File: config.mk
export PLATFORM = sky130hd
export DESIGN_NAME = concurrent_fifo_sync_mc
export DESIGN_NICKNAME = d
export VERILOG_FILES = /design/src/rtl/concurrent_fifo_sync_mc.sv
export SDC_FILE = /design/constraint.sdc
export NUM_CORES = 1
export LEC_CHECK = 0
export BUFFER_PORTS_ARGS = -buffer_cell sky130_fd_sc_hd__buf_2
export CORE_ASPECT_RATIO = 2
export CORE_MARGIN = 1.5
export CORE_UTILIZATION = 40
export CTS_BUF_LIST = sky130_fd_sc_hd__clkbuf_4 sky130_fd_sc_hd__clkbuf_8 sky130_fd_sc_hd__clkbuf_16
export DETAILED_ROUTE_END_ITERATION = 16
export SLEW_MARGIN = 20
export SYNTH_ARGS = -nofsm -noshare
export SYNTH_HDL_FRONTEND = slang
export SYNTH_SLANG_ARGS = --single-unit
File: constraint.sdc
create_clock -name clk -period 3.6 [get_ports clk]
set_input_delay 0.18 -clock clk [delete_from_list [all_inputs] [get_ports clk]]
set_output_delay 0.18 -clock clk [all_outputs]
set_load 0.02 [all_outputs]
File: src/rtl/concurrent_fifo_sync_mc.sv
// Single-clock multi-channel FIFO: NUM_CH logical FIFOs share one storage array,
// one write port and one read port, with per-channel occupancy and threshold flags.
module concurrent_fifo_sync_mc #(
  parameter  int unsigned DATA_WIDTH = 8,
  parameter  int unsigned DEPTH      = 16,
  parameter  int unsigned NUM_CH     = 4,
  parameter  int unsigned AF_THRESH  = DEPTH - 2,
  parameter  int unsigned AE_THRESH  = 2,
  localparam int unsigned ADDR_WIDTH = $clog2(DEPTH),
  localparam int unsigned CH_WIDTH   = (NUM_CH > 1) ? $clog2(NUM_CH) : 1,
  localparam int unsigned PW         = ADDR_WIDTH + 1
) (
  input  logic                  clk,
  input  logic                  reset,
  input  logic                  write_en,
  input  logic [CH_WIDTH-1:0]   write_ch,
  input  logic [DATA_WIDTH-1:0] write_data,
  input  logic                  read_en,
  input  logic [CH_WIDTH-1:0]   read_ch,
  output logic [DATA_WIDTH-1:0] read_data,
  output logic                  read_valid,
  output logic [NUM_CH-1:0]     full,
  output logic [NUM_CH-1:0]     empty,
  output logic [NUM_CH-1:0]     almost_full,
  output logic [NUM_CH-1:0]     almost_empty,
  output logic [NUM_CH*PW-1:0]  count,
  output logic                  overflow,
  output logic                  underflow
);

  logic [DATA_WIDTH-1:0]        mem_q [NUM_CH*DEPTH];
  logic [PW-1:0]                wr_ptr_q [NUM_CH];
  logic [PW-1:0]                wr_ptr_d [NUM_CH];
  logic [PW-1:0]                rd_ptr_q [NUM_CH];
  logic [PW-1:0]                rd_ptr_d [NUM_CH];
  logic [PW-1:0]                cnt [NUM_CH];
  logic [DATA_WIDTH-1:0]        read_data_q;
  logic                         read_valid_q;
  logic                         overflow_q;
  logic                         underflow_q;
  logic                         wr_ok;
  logic                         rd_ok;
  logic [CH_WIDTH+ADDR_WIDTH-1:0] waddr;
  logic [CH_WIDTH+ADDR_WIDTH-1:0] raddr;

  // Flags and occupancy come from registered pointers only.
  always_comb begin
    full         = '0;
    empty        = '0;
    almost_full  = '0;
    almost_empty = '0;
    count        = '0;
    for (int unsigned c = 0; c < NUM_CH; c++) begin
      cnt[c]              = wr_ptr_q[c] - rd_ptr_q[c];
      count[c*PW +: PW]   = cnt[c];
      empty[c]            = (wr_ptr_q[c] == rd_ptr_q[c]);
      full[c]             = (wr_ptr_q[c][PW-1] != rd_ptr_q[c][PW-1]) &&
                            (wr_ptr_q[c][ADDR_WIDTH-1:0] == rd_ptr_q[c][ADDR_WIDTH-1:0]);
      almost_full[c]      = (32'(cnt[c]) >= AF_THRESH);
      almost_empty[c]     = (32'(cnt[c]) <= AE_THRESH);
    end
  end

  always_comb begin
    wr_ok = write_en && (32'(write_ch) < NUM_CH) && !full[write_ch];
    rd_ok = read_en  && (32'(read_ch)  < NUM_CH) && !empty[read_ch];
    waddr = {write_ch, wr_ptr_q[write_ch][ADDR_WIDTH-1:0]};
    raddr = {read_ch,  rd_ptr_q[read_ch][ADDR_WIDTH-1:0]};
    for (int unsigned c = 0; c < NUM_CH; c++) begin
      wr_ptr_d[c] = wr_ptr_q[c];
      rd_ptr_d[c] = rd_ptr_q[c];
      if (wr_ok && (32'(write_ch) == c)) wr_ptr_d[c] = wr_ptr_q[c] + 1'b1;
      if (rd_ok && (32'(read_ch)  == c)) rd_ptr_d[c] = rd_ptr_q[c] + 1'b1;
    end
  end

  always_ff @(posedge clk or negedge reset) begin
    if (!reset) begin
      for (int unsigned c = 0; c < NUM_CH; c++) begin
        wr_ptr_q[c] <= '0;
        rd_ptr_q[c] <= '0;
      end
      read_data_q  <= '0;
      read_valid_q <= 1'b0;
      overflow_q   <= 1'b0;
      underflow_q  <= 1'b0;
    end else begin
      for (int unsigned c = 0; c < NUM_CH; c++) begin
        wr_ptr_q[c] <= wr_ptr_d[c];
        rd_ptr_q[c] <= rd_ptr_d[c];
      end
      if (rd_ok) read_data_q <= mem_q[raddr];
      read_valid_q <= rd_ok;
      overflow_q   <= write_en && !wr_ok;
      underflow_q  <= read_en && !rd_ok;
    end
  end

  // Storage is deliberately unreset; the pointers alone define validity.
  always_ff @(posedge clk) begin
    if (wr_ok) mem_q[waddr] <= write_data;
  end

  assign read_data  = read_data_q;
  assign read_valid = read_valid_q;
  assign overflow   = overflow_q;
  assign underflow  = underflow_q;

endmodule

# Word-level counts from Yosys, hierarchy flattened
# Memory sizes are Yosys's and may differ from the RTL's. A register that Yosys moved wholly into a read port is not among the register bits.
# Index checks and enable logic that the tools add are counted.
totals:
  ff_bits: 43
  ramBits: 512
  input_bits: 16
  output_inout_bits: 47
  elab_cells: 91
  memories: 1
memory_table:
  columns: ["memory", "depth", "width", "rd", "rd_clocked_by_memory_dff", "write_ports", "line", "text"]
  rows:
  - ["mem_q", 64, 8, 1, 1, 1, "31", "logic [DATA_WIDTH-1:0] mem_q [NUM_CH*DEPTH];"]
classes:
  add_sub_neg: 12
  n_lt_le_gt_ge: 12
  n_eq_ne: 18
  mux: 12
  bitwise: 2
  n_reduce_logical: 23
op_table:
  columns: ["op", "n"]
  rows:
  - ["$add 5x1->5 const B", 8]
  - ["$bmux 5 s2", 2]
  - ["$eq 5x5->1", 4]
  - ["$ge 5x4->1 const B", 4]
  - ["$le 5x2->1 const B", 4]
  - ["$sub 5x5->5", 4]
  - ["$eq 4x4->1", 4]
  - ["$logic_and 1x1->1", 16]
  - ["$mux 4", 4]
  - ["$eq 2x2->1 const B", 4]
  - ["$ge 3x3->1 const B", 2]
  - ["$lt 2x3->1 const B", 2]
  - ["$not 2->3", 2]
  - ["$logic_not 1->1", 5]
  - ["$bmux 1 s2", 2]
  - ["$eq 2x1->1 const B", 2]
  - ["$logic_not 2->1", 2]
  - ["$mux 1", 4]
  - ["$ne 1x1->1", 4]

# Logic depth before layout (Yosys ltp)
logic_depth:
  depth_word: 8
  mapped_depth: 12
  mapped_depth_nobuf: 10

# Worst setup path before layout
# Ideal clock, no wire load.
synth_timing:
  kind: "flip-flop to flip-flop"
  startpoint: "register rd_ptr_q[12] in the netlist's numbering"
  endpoint: "memory mem_q[62][0] (enable)"
  setup_ns: 0.370
  arrival_ns: 2.709
  setup_slack_ns: 0.520
  path_stages_with_launch: 11
  n_path_buf: 1
  period_less_slack_ns: 3.080
  path_cell_list: "dfrtp_1 > clkbuf_1 > inv_1 > ha_1 > nand4_1 > nor2_1 > mux4_2 > nand2b_1 > nor2_1 > nand3_1 > nor2_1"
synth_between:
  elab_chain_cells: 8
synth_rtl:
  columns: ["element", "line", "text"]
  rows:
  - ["start: declaration", "34", "logic [PW-1:0] rd_ptr_q [NUM_CH];"]
  - ["start signal: indexed assignment", "90", "rd_ptr_q[c] <= rd_ptr_d[c];"]
  - ["$eq 4x4->1", "58", "(wr_ptr_q[c][ADDR_WIDTH-1:0] == rd_ptr_q[c][ADDR_WIDTH-1:0]);"]
  - ["$logic_and 1x1->1", "57", "full[c] = (wr_ptr_q[c][PW-1] != rd_ptr_q[c][PW-1]) &&"]
  - ["via full[1]", "22", "output logic [NUM_CH-1:0] full,"]
  - ["$bmux 1 s2", "65", "wr_ok = write_en && (32'(write_ch) < NUM_CH) && !full[write_ch];"]
  - ["$mux 1 (implied by the code)", "65", null]
  - ["$logic_not 1->1", "65", null]
  - ["$logic_and 1x1->1", "65", null]
  - ["$mux 1", "101", "if (wr_ok) mem_q[waddr] <= write_data;"]
  - ["$mux 1 (implied by the code)", "101", null]
  - ["end: declaration", "31", null]
# The timed path passes the listed nets, and every way through them passes these cells. The select of a mux whose other input is x is not followed.

# Worst setup path after layout
layout_timing:
  startpoint: "register rd_ptr_q[2] in the netlist's numbering"
  endpoint: "memory mem_q[5][1] (enable)"
layout_between:
  elab_chain_cells: 8
layout_rtl:
  columns: ["element", "line"]
  rows:
  - ["$eq 4x4->1", "58"]
  - ["$logic_and 1x1->1", "57"]
  - ["$bmux 1 s2", "65"]
  - ["$mux 1 (implied by the code)", "65"]
  - ["$logic_not 1->1", "65"]
  - ["$logic_and 1x1->1", "65"]
  - ["$mux 1", "101"]
  - ["$mux 1 (implied by the code)", "101"]
# Every way passes these cells. The select of a mux whose other input is x is not followed.

==> metrics.yaml <==
status: "finished, final reports clean"
tns_ns: 0
fin_util: 0.469
yosysTopAreaCell: "edfxtp_1"
clockBufferDepth: 3
drtPass1Iterations: 5
fillerInstances: 4953
syn2layout_area_growth_pct: 15.9
dpl_worst_slack_ns: -0.108
clock_skew_ns: 0.0205
pin_count: 63
ys.flop_type: "edfxtp_1"
p_leak_nw: 9.59
netlist_top_cells_area: "edfxtp_1, dfrtp_1, mux2i_1, mux4_2, nand2_1"
grt_usage: 0.218
num_rows: 125
ys_warn_count: 0
path_cells: "inv_1 -> ha_1 -> nand4_1 -> nor2_1 -> mux4_2 -> nand3b_1 -> nand2b_1 -> nor2_1 -> buf_4"
die_x_um: 174
syn_area_per_cell_um2: 15.7
path_clk_slew_ns: 0.07
placed_area_um2: 25600
ant_nets: 0
synthCells: 1498
tritoncts: "built"
ff_latch_area_um2: 16700
slew_violations: 0
grt-ovfl-total: 0
synth_area_um2: 23500
rr_worst_depth: 9
ys_seq_area_frac: 0.708
period_share: 0.947
syn_nets: 1542
root_buffer: "clkbuf_16"
timing.rr.start: "rd_ptr_q[2]"
min_from: "write_data[3]"
synth_edf_count: 512
finish.instance_area_um2: 27200
num_vias: 13900
clk-insertion-delay-late_ns: 0.60
drive_gt1_frac: 0.213
initial_core_util: 0.405
cts_inserted_buffers: 47
dieArea_um2: 60300
yosysMostFrequentCell: "edfxtp_1"
hold_depth: 1
post_cts_buffers: 0
hold_violations: 0
cts.sinks: 563
maxSlewHeadroom: 0.300
cp-end-kind: "flop"
maxCapViolCount: 0
multi_input_area_um2: 6370
hold_slack_ns: 0.164
cp_slowest_cell: "mux4_2"
grt_pass1_vias: 14400
critPathRequiredTime_ns: 3.89
vias_per_cell: 5.55
setup_viol: 0
routed_wl_um: 65200
die_h_um: 346
antenna_found_initial: 0
grt_max_degree: 65
rsz0062_at_grt: "no"
path_common_cell: "nor2_1"
fin_cells: 2496
final.min_clock_period_ns: 3.41
worstHoldEndpoint: "mem_q[53][3]"
path_class: "flop to flop"
core_area_um2: 58000
io_buffer_count: 62
wl_per_cell_um: 26.1
grt_pass1_wl_um: 95200
diodes: 0
ys_seq_elements: 563
crit_arrival_ns: 3.70
dp_hpwl_um: 45700
slowest_delay_ns: 0.53
gp_congestion: 0.860
max_freq_mhz: 293
hold_path_class: "primary input to flop"
drcViolationCount: 0
layout_setup_ws_ns: 0.190
rrSetupSlack_ns: 0.19
drt_iter0_drc: 968
rr_endpoint: "mem_q[5][1]"
ir_drop_v: 0.000590
critPathTopFamily: "simple AND/OR/NAND/NOR gates"
ys_async_sr_fraction: 0.0906
h-tree-depth: 2
finish.net_count: 1739
worstMarginPinSlew_ns: 1.05
path_max_fanout: 8
power.density_nw_per_um2: 818
dp_cells: 2405
cp_num_buf_inv: 2
start_kind: "flop"
synth_cell_types: 61
synth.top_cells.by_count: "edfxtp_1, nand2_1, mux2i_1"
total_power_mw: 22.3
synthDominantCellAreaShare: 0.654
final cells by class:
cell class              count  share of cell area
multi-input cells         836               0.234
inverters                  27             0.00372
well taps                 762              0.0350
flip-flops and latches    563               0.611
repair buffers            220              0.0584
clock buffers              57              0.0466
clock inverters            31              0.0111
report_power, final:
part | total, mW | internal [mW] | switching (mW) | leakage (nW)
combinational | 9.12 | 3.51 | 5.61 | 3.57
sequential | 7.90 | 7.54 | 0.356 | 5.24
clock | 5.27 | 2.90 | 2.37 | 0.784
what timing repair did:
action	CTS	global route
resized for setup	1	3
hold endpoints to repair	38	0
setup endpoints to repair	1	9
hold buffers	3	0
registers in the layout, indices dropped and copies added, names as in the netlist:
signal      count
overflow        1
read_valid      1
mem_q         512
underflow       1
read_data       8
wr_ptr_q       20
rd_ptr_q       20
kinds of logic after synthesis:
group	synth area share
buffers and inverters	0.0222
xor gates and xnor gates	0.0179
and+or+nand+nor	0.0717
DFF	0.708
AOI/OAI and AO/OA	0.0656
adders and majority gates	0.0162
muxes	0.0981
cells in the final DEF (no fill, tap or decap), types with 7 or more instances in the layout:
cell,count
nor2_1,89
a21o_1,13
o21ai_0,18
mux2_2,14
a31oi_1,22
nand2_1,121
and2_1,20
buf_12,7
dfrtp_1,51
nand3_1,19
o22ai_1,22
xor2_1,12
clkbuf_16,48
a21oi_1,43
mux2i_1,121
buf_4,148
a211o_1,7
clkinv_2,11
a211oi_1,52
ha_1,24
nand4_1,36
buf_2,62
edfxtp_1,512
clkinv_1,9
mux4_2,39
and2_0,20
xnor2_1,36
nor3_1,11
clkbuf_4,9
nand2b_1,8
inv_1,26
a22oi_1,8
how the worst max path moves through the flow:
stage,start,depth (start not counted),slack (ns),end
floorplan,rd_ptr_q[12],10,0.52,mem_q[62][0]
global placement,rd_ptr_q[2],10,-0.10,read_data[6]
detailed placement,rd_ptr_q[2],10,-0.11,read_data[6]
CTS,rd_ptr_q[2],10,0.07,read_data[6]
global route,rd_ptr_q[2],9,0.04,mem_q[5][1]
finish,rd_ptr_q[2],9,0.19,mem_q[5][1]
metal layers:
layer  track usage  part of all wire  up-vias  wire [um]
li1              -                 -     6205          -
met1         0.215              0.33     7132      21600
met2         0.428              0.57      362      37400
met3        0.0226             0.032      161       2080
met4         0.129             0.062        0       4070
met5             0                 0        -          0
Power figures use the tool's default switching activity.
